**src/rtl/pc_redirect_unit.sv**
```systemverilog
// Fetch PC owner: selects the next PC by priority, raises pipeline flushes, captures EPC
// and latches edge-triggered, maskable interrupts with per-channel vectors.
module pc_redirect_unit #(
  parameter int unsigned         XLEN      = 32,
  parameter int unsigned         NUM_IRQ   = 4,
  parameter logic [XLEN-1:0]     RESET_VEC = 32'h8000_0000,
  parameter logic [XLEN-1:0]     IRQ_BASE  = 32'h8000_0004,
  parameter logic [XLEN-1:0]     EXC_VEC   = 32'h8000_0008
) (
  input  logic                clk_i,
  input  logic                reset_ni,
  input  logic                stall_i,
  input  logic [1:0]          jump_i,
  input  logic                branch_i,
  input  logic                branch_cond_i,
  input  logic [XLEN-1:0]     jump_target_i,
  input  logic [XLEN-1:0]     jr_target_i,
  input  logic                exception_i,
  input  logic [XLEN-1:0]     exc_pc_i,
  input  logic [NUM_IRQ-1:0]  irq_i,
  input  logic [NUM_IRQ-1:0]  irq_mask_i,
  output logic [XLEN-1:0]     pc_o,
  output logic [XLEN-1:0]     pc_next_o,
  output logic [XLEN-1:0]     epc_o,
  output logic [NUM_IRQ-1:0]  irq_pending_o,
  output logic                irq_taken_o,
  output logic [3:0]          irq_id_o,
  output logic                if_id_flush_o,
  output logic                id_ex_flush_o,
  output logic                ex_mem_flush_o
);

  logic [XLEN-1:0]    pc_q, pc_d;
  logic [XLEN-1:0]    epc_q, epc_d;
  logic [NUM_IRQ-1:0] pending_q, pending_d;
  logic [NUM_IRQ-1:0] irq_q;
  logic [3:0]         irq_id_q, irq_id_d;

  logic [NUM_IRQ-1:0] irq_active;
  logic               irq_any;
  logic [3:0]         irq_sel;
  logic               kernel;
  logic               irq_go;
  logic               irq_taken;
  logic               branch_taken;
  logic [XLEN-1:0]    irq_vec;
  logic [XLEN-1:0]    seq_pc;
  logic [XLEN-1:0]    tgt_pc;

  assign kernel       = pc_q[XLEN-1];
  assign irq_active   = pending_q & irq_mask_i;
  assign irq_any      = |irq_active;
  assign irq_go       = irq_any & ~kernel;
  assign irq_taken    = irq_go & ~exception_i;
  assign branch_taken = branch_i & branch_cond_i;

  // Lowest enabled pending channel wins.
  always_comb begin
    irq_sel = '0;
    for (int k = NUM_IRQ - 1; k >= 0; k--) begin
      if (irq_active[k]) irq_sel = 4'(k);
    end
  end

  assign irq_vec = IRQ_BASE + (XLEN'(irq_sel) << 4);
  // The increment is confined below the kernel bit; direct targets cannot drop out of kernel mode.
  assign seq_pc  = {pc_q[XLEN-1], pc_q[XLEN-2:0] + (XLEN-1)'(4)};
  assign tgt_pc  = {jump_target_i[XLEN-1] | pc_q[XLEN-1], jump_target_i[XLEN-2:0]};

  always_comb begin
    pc_d = seq_pc;
    if (exception_i)                          pc_d = EXC_VEC;
    else if (irq_go)                          pc_d = irq_vec;
    else if (stall_i)                         pc_d = pc_q;
    else if (jump_i == 2'b10)                 pc_d = jr_target_i;
    else if (jump_i == 2'b01 || branch_taken) pc_d = tgt_pc;
  end

  always_comb begin
    epc_d    = epc_q;
    irq_id_d = irq_id_q;
    if (exception_i) begin
      epc_d = exc_pc_i;
    end else if (irq_go) begin
      epc_d    = pc_q;
      irq_id_d = irq_sel;
    end
  end

  // A new rising edge on the channel being taken re-arms it in the same cycle.
  for (genvar gi = 0; gi < NUM_IRQ; gi++) begin : g_irq
    logic rise;
    logic clr;
    assign rise          = irq_i[gi] & ~irq_q[gi];
    assign clr           = irq_taken & (irq_sel == 4'(gi));
    assign pending_d[gi] = rise | (pending_q[gi] & ~clr);
  end

  always_ff @(posedge clk_i) begin
    if (!reset_ni) begin
      pc_q      <= RESET_VEC;
      epc_q     <= '0;
      pending_q <= '0;
      irq_q     <= '0;
      irq_id_q  <= '0;
    end else begin
      pc_q      <= pc_d;
      epc_q     <= epc_d;
      pending_q <= pending_d;
      irq_q     <= irq_i;
      irq_id_q  <= irq_id_d;
    end
  end

  assign pc_o           = pc_q;
  assign pc_next_o      = pc_d;
  assign epc_o          = epc_q;
  assign irq_pending_o  = pending_q;
  assign irq_taken_o    = irq_taken;
  assign irq_id_o       = irq_id_q;
  assign if_id_flush_o  = exception_i | irq_go | ((jump_i != 2'b00) & ~stall_i) | (branch_taken & ~stall_i);
  assign id_ex_flush_o  = stall_i | exception_i | irq_go;
  assign ex_mem_flush_o = exception_i;

endmodule

```
**config.mk**
```make
export PLATFORM = sky130hd
export DESIGN_NAME = pc_redirect_unit
export DESIGN_NICKNAME = d
export VERILOG_FILES = /design/src/rtl/pc_redirect_unit.sv
export SDC_FILE = /design/constraint.sdc
export NUM_CORES = 1
export LEC_CHECK = 0
export CORE_UTILIZATION = 46
export DETAILED_ROUTE_END_ITERATION = 10
export PLACE_DENSITY = 0.91
export SYNTH_ARGS = -nofsm -noshare
export SYNTH_HDL_FRONTEND = slang
export SYNTH_SLANG_ARGS = --single-unit
```
**constraint.sdc**
```tcl
create_clock -name clk_i -period 3.5 [get_ports clk_i]
set_input_delay 0.525 -clock clk_i [delete_from_list [all_inputs] [get_ports clk_i]]
set_output_delay 0.525 -clock clk_i [all_outputs]
set_load 0.02 [all_outputs]
```
---- Word level (Yosys, flattened, before mapping) ----
Index checks and enable logic that the tools add are counted.
Widths: inputs -> output; s select.
storage, ports and cells
  flip-flop bits (word level) ............. 76
  input bits .............................. 112
  output and inout bits ................... 108
  logic and storage cells ................. 68
operators by class
  $add $sub $neg .......................... 2
  equality and inequality tests ........... 5
  muxes and demuxes ....................... 11
  bitwise logic cells ..................... 39
  reduce and logical (&&, ||, !) cells .... 6
operator list
  operator               count
  $mux 32                7
  $add 32x8->32 const A  1
  $add 31x3->31 const B  1
  $and 1x1->1            17
  $not 1->1              11
  $or 1x1->1             10
  $eq 4x2->1 const B     2
  $mux 4                 2
  $and 4x4->4            1
  $eq 4x1->1 const B     1
  $logic_not 4->1        1
  $mux 2                 2
  $reduce_bool 2->1      2
  $reduce_or 4->1        1
  $eq 2x1->1 const B     1
  $eq 2x2->1 const B     1
  $reduce_and 2->1       1
  $logic_or 1x1->1       1

---- Logic depth before layout (Yosys ltp) ----
  word-level depth ........................ 10
  depth in mapped cells ................... 8
  depth with buffers taken out ............ 6

---- Least setup slack after synthesis ----
OpenSTA, ideal clock, no wires.
  kind .................................... flip-flop to output port
  from .................................... register pc_q[5] (netlist: pc_o[5])
  to ...................................... output pc_next_o[21]
  arrival time ............................ 2.129 ns
  data required time ...................... 2.975 ns
  setup slack ............................. 0.846 ns
  cell stages (with the launch flop) ...... 9
  buffers on the path ..................... 3
  path through ............................ dfxtp_1 -> buf_4 -> and4_1 -> buf_6 -> nand4_2 -> buf_2 -> nor3_1 -> nor3_1 -> nor4_1
between the ends
  cells in the longest elaborated chain, start to end .. 6
ends and longest elaborated chain
  item                    line  RTL
  start, declared         33    logic [XLEN-1:0] pc_q, pc_d;
  start signal, assigned  107   pc_q <= pc_d;
  $add 31x3->31           67    assign seq_pc = {pc_q[XLEN-1], pc_q[XLEN-2:0] + (XLEN-1)'(4)};
  $mux 32                 76    else if (jump_i == 2'b01 || branch_taken) pc_d = tgt_pc;
  $mux 32                 75    else if (jump_i == 2'b10) pc_d = jr_target_i;
  $mux 32                 74    else if (stall_i) pc_d = pc_q;
  $mux 32                 73    else if (irq_go) pc_d = irq_vec;
  $mux 32                 72    if (exception_i) pc_d = EXC_VEC;
  end, declared           23    output logic [XLEN-1:0] pc_next_o,
No other way between the ends.

---- Final worst setup path ----
  from .................................... input jump_i[0]
  to ...................................... output pc_next_o[7]
between the ends
  cells in the longest elaborated chain, start to end .. 7
  elaborated cells between the ends (all ways) .. 8
  those cells by class .................... eq/ne (2); mux (5); reduce/logical (1)
ends and longest elaborated chain
  item              line  RTL
  start, declared   13    input logic [1:0] jump_i,
  $eq 2x1->1        76
  $logic_or 1x1->1  76
  $mux 32           76
  $mux 32 *         75
  $mux 32 *         74
  $mux 32 *         73
  $mux 32 *         72
Mark *: on every way between the ends. The rest lies on a longest branch, timed or not.

==> impl_metrics.ini <==
[outcome]
status = finished, final reports clean

[timing]
fmax_mhz = 289
rsz0062_at_grt = yes
slew_headroom_pct = 52.4
fin_skew_ps = 12.1
period_share_pct = 99.0
tightest_slew_ps = 714
hold_viol = 0
fin_crit_ps = 3470
setup_viol = 0
slew_violations = 0

[global_routing]
antenna_found_initial = 0
grt_use_met1_pct = 41.4
grt_pass1_wl_microns = 30800
use_met2_pct = 59.4
grt-ovfl-total = 0
grt_busiest_layer = met2
grt_pass1_vias = 6023
track_usage_pct = 34.3
grt_max_degree = 77
use_met3_pct = 6.57

[critical_path]
end_kind = output pin
worstPathArrival_ps = 2940
rrSetupSlack_ps = 1260
crit_top_cell = buf_4
slowest_delay_ps = 560
regToRegEndpoint = pc_o[9]$_SDFF_PN0_
cp-start-kind = primary input
slowest_stage = clkdlybuf4s50_1
regToRegStartpoint = irq_pending_o[3]$_SDFF_PN0_
path_cells = clkdlybuf4s50_1 -> buf_4 -> nor2b_4 -> buf_4 -> buf_4 -> a311oi_1 -> a211oi_1 -> nor3_1 -> clkdlybuf4s50_1
crit_type = primary input to output pin
crit_fanout = 11
required_ps = 2970
ff2ff_path_depth = 8

[yosys]
synthXorXnorAreaFrac_pct = 0.521
synth_fa_ha_area_share_pct = 0.248
synthArstFlopShare_pct = 0
synth-main-ff-cell = dfxtp_1
synthMuxAreaShare_pct = 7.18
synth-edff-count = 0
ys_top_cells_by_area = dfxtp_1, mux2i_1, o21ai_0
yosys_register_bits = 74
synth_compound_area_share_pct = 24.8
yosys.area.top_type = dfxtp_1
synthCells = 654
synth_top_family_by_area = simple AND/OR/NAND/NOR gates
yosysWarnings = 0
yosysTopAreaCellShare_pct = 29.4
syn-cell-area_sq_mm = 0.00504
avgSynthCellArea_sq_um = 7.70
synthSimpleGateAreaFrac_pct = 29.4
synth.distinct_cells = 77
synth.yosys.seq_area_share_pct = 29.4

[finish]
utilization_pct = 73.8
drive_above_1_share_pct = 10.6
area_growth_pct = 53.3
final_nets = 983
layout_common_cells = clkdlybuf4s50_1, dfxtp_1, nand2_1, o21ai_0, nor2_1
diodes = 0
mostFrequentLayoutCell = clkdlybuf4s50_1

[power_and_ir_drop]
leakage_nw = 2.89
total_power_mw = 2.56
ir_drop_mv = 0.213
power.density_mw_per_mm2 = 331

[place]
port_buffers = 217
dpl.hpwl_microns = 14600
place_congestion = 0.936

[route]
wl_microns = 19900
drc = 0
routedWlPerCell_microns = 19.7
drt_iter0_drc = 487
vias = 6201
viasPerCell = 6.14
ant_nets = 0
firstDrtPassIters = 6

[worst_hold_path]
whs_endpoint = irq_pending_o[0]$_SDFF_PN0_
hp-start = irq_q[0]$_SDFF_PN0_
hold_depth = 2
holdCritPathClass = register to register

[cts]
clk_path_buf_depth = 2
path_clk_slew_ps = 90
insertion_delay_ps = 360
cts_tree = yes
h-tree-depth = 3
cts_root_buf = clkbuf_8
cts.sinks = 74
cts_made_buffers = 9
holdBufCountCts = 0

[die]
die_h_microns = 107
num_rows = 37
io_pins = 220
start_util_pct = 48.2
die_x_microns = 107
dieArea_sq_mm = 0.0114
design.core.area_sq_mm = 0.0105

[flow_run]
max_cap_viol_count = 0
==> where the power goes <==
| part | switching [mW] | leakage, nW | total, mW | internal [mW] |
|---|---|---|---|---|
| Combinational | 0.363 | 2.15 | 0.726 | 0.363 |
| Sequential | 0.0419 | 0.608 | 0.925 | 0.883 |
| Clock | 0.359 | 0.130 | 0.907 | 0.547 |
==> metal layers <==
layer / wire, microns / part of all wire (%) / up-vias
met5: 0 / 0 / -
met4: 605 / 3.0 / 0
met3: 1840 / 9.3 / 56
met2: 9630 / 48 / 391
met1: 7780 / 39 / 2921
li1: - / - / 2833
==> layout make-up <==
class	instances	area (sq um)
multi-input cells	510	3200
fillers	821	2740
clock inverters	6	138
clock buffers	9	124
inverters	9	33.8
flip-flops and latches	74	1480
well taps	136	170
repair buffers	266	2570
==> sequential cells by signal, summed over array words and instances, names as in the netlist <==
name / count
epc_o: 32
irq_id_o: 2
irq_pending_o: 4
irq_q: 4
pc_o: 32
==> Yosys cell counts (7+ instances only) <==
| library cell | count |
|---|---|
| mux2i_1 | 35 |
| and4_1 | 9 |
| nand4_1 | 9 |
| buf_2 | 16 |
| nor3_1 | 27 |
| and3_1 | 7 |
| and2_1 | 40 |
| nand3_1 | 19 |
| o21ai_0 | 63 |
| nand2b_1 | 10 |
| buf_4 | 7 |
| dfxtp_1 | 74 |
| nand2_1 | 66 |
| o211ai_1 | 8 |
| nor4_1 | 10 |
| a21oi_1 | 37 |
| a211oi_1 | 16 |
| clkbuf_1 | 26 |
| nor2_1 | 47 |
| inv_1 | 8 |
| clkbuf_8 | 10 |
==> cells by family after synthesis <==
family | after synthesis
multiplexers | 36
other | 1
AO/OA/AOI/OAI | 192
XOR/XNOR | 3
flip-flops | 74
buffers and inverters | 71
adder cells (fa/ha/maj) | 1
AND/OR/NAND/NOR | 276
==> what timing repair did <==
item                                    4_1_cts  5_1_grt
gates cloned                                  0        0
resized for setup                             3       21
buffers inserted                              1        1
endpoints found under the setup margin        4       19
==> how the worst max path moves through the flow <==
stage	end	depth (start not counted)	slack (ps)	from
2_1_floorplan	pc_next_o[21]	8	850	pc_o[5]$_SDFF_PN0_
3_3_place_gp	pc_next_o[19]	8	4	branch_i
3_5_place_dp	pc_next_o[26]	9	-60	jump_i[0]
5_1_grt	pc_next_o[19]	8	-110	branch_i
4_1_cts	pc_next_o[10]	10	4	jump_i[0]
6_report	pc_next_o[7]	9	30	jump_i[0]
==> critical path, delay by kind of cell <==
kind                   cells  cell delay [ps]
AOI/OAI and AO/OA          2              380
and+or+nand+nor            2              390
buffers and inverters      5             1640
==> stage by stage <==
stage / area (sq um) / setup TNS (ps) / instances / setup slack [ps] / hold WS [ps]
4_1_cts: 7650 / 0 / 1009 / 4.06 / 509
5_1_grt: 7730 / -288 / 1010 / -108 / 532
3_5_place_dp: 7380 / -70.7 / 993 / -64.1 / 495
6_report: 7730 / 0 / 1010 / 34.4 / 506
3_3_place_gp: 7380 / 0 / 993 / 4.49 / 472
2_1_floorplan: 5040 / 0 / 655 / 846 / 470
Power figures use the tool's default switching activity.
